===== config.mk =====
export PLATFORM = sky130hd
export DESIGN_NAME = enemy_pixel_sequencer
export DESIGN_NICKNAME = d
export VERILOG_FILES = /design/src/rtl/enemy_pixel_sequencer.sv
export SDC_FILE = /design/constraint.sdc
export NUM_CORES = 1
export LEC_CHECK = 0
export ABC_AREA = 1
export BUFFER_PORTS_ARGS = -buffer_cell sky130_fd_sc_hd__buf_4
export CAP_MARGIN = 20
export CORE_MARGIN = 5
export CORE_UTILIZATION = 40
export CTS_CLUSTER_DIAMETER = 120
export DETAILED_ROUTE_END_ITERATION = 16
export PLACE_DENSITY = 0.68
export SYNTH_ARGS = -nofsm -noshare
export SYNTH_HDL_FRONTEND = slang
export SYNTH_SLANG_ARGS = --single-unit

===== constraint.sdc =====
create_clock -name Clk -period 1.7 [get_ports Clk]
set_input_delay 0.34 -clock Clk [delete_from_list [all_inputs] [get_ports Clk]]
set_output_delay 0.34 -clock Clk [all_outputs]
set_load 0.05 [all_outputs]

===== src/rtl/enemy_pixel_sequencer.sv =====
// Per-pixel enemy layer resolver: walks the latched sprite layers in priority order through
// one shared palette port and reports the first opaque colour, or no hit.
module enemy_pixel_sequencer #(
    parameter int unsigned N_ENEMY = 4
) (
    input  logic                   Clk,
    input  logic                   Reset_n,
    input  logic                   start,
    input  logic [4*N_ENEMY-1:0]   idx_bus,
    input  logic [N_ENEMY-1:0]     enable,
    output logic [3:0]             pal_index,
    input  logic [7:0]             pal_red,
    input  logic [7:0]             pal_green,
    input  logic [7:0]             pal_blue,
    output logic                   busy,
    output logic                   done,
    output logic                   hit,
    output logic [7:0]             red_out,
    output logic [7:0]             green_out,
    output logic [7:0]             blue_out,
    output logic [3:0]             slot_out,
    output logic                   bad_idx
);

    localparam int unsigned SlotW = (N_ENEMY > 1) ? $clog2(N_ENEMY) : 1;
    localparam logic [SlotW-1:0] LastSlot = SlotW'(N_ENEMY - 1);

    typedef enum logic [1:0] {
        StIdle,
        StScan,
        StDone
    } state_e;

    state_e state_q, state_d;

    logic [SlotW-1:0]     slot_q, slot_d;
    logic [4*N_ENEMY-1:0] idx_q, idx_d;
    logic [N_ENEMY-1:0]   en_q, en_d;
    logic                 hit_q, hit_d;
    logic [7:0]           red_q, red_d;
    logic [7:0]           green_q, green_d;
    logic [7:0]           blue_q, blue_d;
    logic [3:0]           slot_out_q, slot_out_d;
    logic                 bad_q, bad_d;

    logic [3:0] cur_idx;
    logic       cur_en;
    logic       cur_opaque;
    logic       cur_bad;
    logic       last_slot;

    // Select the layer currently under evaluation from the latched snapshot.
    always_comb begin
        cur_idx = 4'd0;
        cur_en  = 1'b0;
        for (int i = 0; i < int'(N_ENEMY); i++) begin
            if (slot_q == SlotW'(i)) begin
                cur_idx = idx_q[4*i +: 4];
                cur_en  = en_q[i];
            end
        end
    end

    // Index 0 is the transparent key; 9..15 are illegal and treated as transparent.
    assign cur_opaque = cur_en && (cur_idx != 4'd0) && (cur_idx <= 4'd8);
    assign cur_bad    = cur_en && (cur_idx >= 4'd9);
    assign last_slot  = (slot_q == LastSlot);

    always_ff @(posedge Clk or negedge Reset_n) begin
        if (!Reset_n) begin
            state_q <= StIdle;
        end else begin
            state_q <= state_d;
        end
    end

    always_comb begin
        state_d = state_q;
        unique case (state_q)
            StIdle: begin
                if (start) begin
                    state_d = StScan;
                end
            end
            StScan: begin
                if (cur_opaque || last_slot) begin
                    state_d = StDone;
                end
            end
            StDone:  state_d = StIdle;
            default: state_d = StIdle;
        endcase
    end

    always_comb begin
        busy      = (state_q != StIdle);
        done      = (state_q == StDone);
        pal_index = (state_q == StScan) ? cur_idx : 4'd0;
    end

    always_comb begin
        slot_d     = slot_q;
        idx_d      = idx_q;
        en_d       = en_q;
        hit_d      = hit_q;
        red_d      = red_q;
        green_d    = green_q;
        blue_d     = blue_q;
        slot_out_d = slot_out_q;
        bad_d      = bad_q;
        unique case (state_q)
            StIdle: begin
                if (start) begin
                    idx_d  = idx_bus;
                    en_d   = enable;
                    slot_d = '0;
                end
            end
            StScan: begin
                if (cur_bad) begin
                    bad_d = 1'b1;
                end
                if (cur_opaque) begin
                    hit_d      = 1'b1;
                    red_d      = pal_red;
                    green_d    = pal_green;
                    blue_d     = pal_blue;
                    slot_out_d = 4'(slot_q);
                end else if (last_slot) begin
                    hit_d      = 1'b0;
                    red_d      = 8'd0;
                    green_d    = 8'd0;
                    blue_d     = 8'd0;
                    slot_out_d = 4'd0;
                end else begin
                    slot_d = slot_q + SlotW'(1);
                end
            end
            default: ;
        endcase
    end

    always_ff @(posedge Clk or negedge Reset_n) begin
        if (!Reset_n) begin
            slot_q     <= '0;
            idx_q      <= '0;
            en_q       <= '0;
            hit_q      <= 1'b0;
            red_q      <= 8'd0;
            green_q    <= 8'd0;
            blue_q     <= 8'd0;
            slot_out_q <= 4'd0;
            bad_q      <= 1'b0;
        end else begin
            slot_q     <= slot_d;
            idx_q      <= idx_d;
            en_q       <= en_d;
            hit_q      <= hit_d;
            red_q      <= red_d;
            green_q    <= green_d;
            blue_q     <= blue_d;
            slot_out_q <= slot_out_d;
            bad_q      <= bad_d;
        end
    end

    assign hit       = hit_q;
    assign red_out   = red_q;
    assign green_out = green_q;
    assign blue_out  = blue_q;
    assign slot_out  = slot_out_q;
    assign bad_idx   = bad_q;

endmodule


==> flow_summary.yaml <==
placement:
  dp_hpwl_mm: 4.35
  gp_congestion: 0.848
  port_buffers: 80
synthesis:
  muxShareOfSynthArea_pct: 8.17
  syn_inst: 261
  synth_fa_ha_area_share_pct: 2.02
  syn_area_per_cell_sq_um: 9.51
  synth_top_family_by_area: "simple AND/OR/NAND/NOR gates"
  yosysWarnings: 0
  ys_seq_area_share_pct: 52.4
  synth_simple_gate_area_share_pct: 27.2
  synth.ff_latch_count: 52
  yosys.area_share.xor_xnor_pct: 0
  syn_area_sq_mm: 0.00248
  synth-compound-area-share_pct: 3.48
  synth_cell_types: 26
run_status:
  status: "finished with violations"
  violations: "negative setup slack"
setup_path:
  cpPeakStageDelay_ns: 0.47
  slowest_stage: "dfrtp_2"
  r2r-end: "red_out[2]"
  crit_top_cell: "nand2_2"
  start_kind: "flip-flop"
  cp-end-kind: "output pin"
  crit_start: "slot_q[0]"
  crit_type: "reg -> out"
  regToRegStartpoint: "slot_q[0]"
  reg2regPathDepth: 11
  worstPathMaxFanout: 8
  rrSetupSlack_ns: -0.37
  worstPathCellList: "buf_4 > ha_4 > a21oi_1 > nand2_2 > nand2_2 > buf_6 > nor2_4 > buf_8"
  cp.required_ns: 1.36
  cp.arrival_ns: 1.81
min_path:
  hp-class: "in -> async"
timing:
  finalSetupViolCount: 36
  fin_hold_ws_ns: 0.0626
  hold_violations: 0
  period_share_pct: 126
  max_slew.worst_pin.slew_ns: 0.655
  drv_slew: 0
  grt_setup_unrepaired: "true"
  fin_ws_ns: -0.446
  max_slew_margin_pct: 56.3
  post-route-min-period_ns: 2.15
  max_freq_mhz: 466
  finClkSkew_ns: 0.00663
flow_run:
  max_cap_viol_count: 0
layout:
  ff_latch_area_sq_mm: 0.00130
  fin_nets: 413
  antennaDiodeCount: 0
  drive_above_1_share_pct: 51.7
  layout_commonest_cell: "buf_4"
  fillers: 489
  areaGrowthSynthToFinish_pct: 49.3
  multi_input_area_sq_mm: 0.00122
  layout_common_cells: "buf_4 (89), dfrtp_1 (50), nand2_1 (45)"
floorplan:
  chipHeight_um: 88.8
  design.die.area_sq_mm: 0.00788
  start_util_pct: 41.4
  num_rows: 28
  core_area_sq_mm: 0.00599
  die_w_um: 88.8
  ios: 83
global_route:
  grt_pass1_vias: 2179
  antenna_found_initial: 0
  grt_use_total_pct: 16.7
  overflow: 0
  grt_pass1_wl_mm: 10.2
  grt_max_degree: 53
routing:
  avgRoutedWirePerCell_um: 14.8
  num_vias: 2172
  drt-initial-drc-count: 130
  vias_per_cell: 4.97
  drc: 0
  dr.pass1.iters: 4
  drt_wl_total_mm: 6.47
  antenna_left: 0
clock_tree:
  clk-insertion-delay-late_ns: 0.30
  cts_buffer_depth: 2
  cts_sinks: 52
  cts-hold-fix-buffers: 0
  path_clk_slew_ns: 0.09
  tritoncts: "done"
  htree_levels: 2
  root_buffer: "clkbuf_8"
  cts_buffers: 5
==> metal layers <==
layer | wire length (um) | GRT usage (%) | part of all wire [%] | vias up
met5 | 0 | 0 | 0 | -
met4 | 46 | 3.30 | 0.71 | 0
met3 | 443 | 4.10 | 6.8 | 6
met2 | 3130 | 27.0 | 48 | 74
met1 | 2850 | 23.0 | 44 | 1031
li1 | - | - | - | 1061
==> how the worst max path moves through the flow <==
stage	end	slack [ns]	cells after the start
2_1_floorplan	slot_out[0]	-0.06	13
3_3_place_gp	blue_out[5]	-0.28	12
3_5_place_dp	green_out[7]	-0.30	12
4_1_cts	pal_index[2]	-0.35	10
5_1_grt	pal_index[2]	-0.52	8
6_report	pal_index[2]	-0.45	8
==> state kept, by name, indices dropped and copies added (netlist names) <==
register / flops
red_out: 8
green_out: 8
hit: 1
bad_idx: 1
slot_out: 2
state_q: 2
idx_q: 16
en_q: 4
blue_out: 8
slot_q: 2
==> repair_timing <==
action,in CTS,in global routing
setup buffers,3,3
gates resized for setup,19,19
setup endpoints to repair,36,36
pin swaps,6,10
endpoints found under the hold margin,0,0
cloned,3,0
==> cell type report <==
cell class	count	area share, %
Multi-Input combinational cell	179	32.9
Timing Repair Buffer	105	24.9
Clock buffer	7	2.06
Sequential cell	52	35.2
Inverter	19	2.40
Tap cell	75	2.53
==> metrics by stage <==
stage	utilization [%]	instances	setup slack, ns	instance area [sq um]	TNS [ns]
floorplan	-	262	-0.0647	2610	-1.71
CTS	60.2	434	-0.354	3610	-7.73
global route	61.9	437	-0.521	3710	-16.73
finish	61.9	437	-0.446	3710	-12.27
detailed placement	56.1	421	-0.303	3360	-8.05
global placement	56.1	421	-0.276	3360	-7.50
==> cells in the mapped netlist <==
library cell	n	area share, %
inv_1	12	1.8
o21ai_1	1	0.20
buf_8	1	0.60
conb_1	1	0.15
nor2_1	18	2.7
nor2_2	1	0.25
a21oi_1	12	2.4
nand2_1	54	8.2
nand3_1	50	10
clkinv_1	1	0.15
ha_1	4	2.0
a21o_1	1	0.30
buf_2	2	0.40
inv_2	6	0.91
a21oi_2	1	0.35
o21ai_0	1	0.20
nand2_2	1	0.25
nor2_4	1	0.45
mux2_2	18	8.2
nor2_8	1	0.81
buf_1	2	0.30
buf_6	1	0.45
dfrtp_1	52	52
nand3_2	11	4.4
buf_4	5	1.5
clkbuf_1	3	0.45
==> logic make-up after synthesis <==
logic type                 after synthesis
adders and majority gates                4
other                                    1
buffers and inverters                   33
AOI/OAI and AO/OA                       16
muxes                                   18
DFF                                     52
and+or+nand+nor                        137
==> critical path: cells and delay by family, from the launching register on <==
| family | cells | cell delay [ns] |
|---|---|---|
| buf+inv | 3 | 0.41 |
| simple gates | 3 | 0.19 |
| compound gates | 1 | 0.25 |
| fa+ha+maj | 1 | 0.19 |
| flops | 1 | 0.47 |
Power is left out: the tool's default activity adds up to more than one toggle a clock period on the data nets, which glitch-free logic cannot reach.
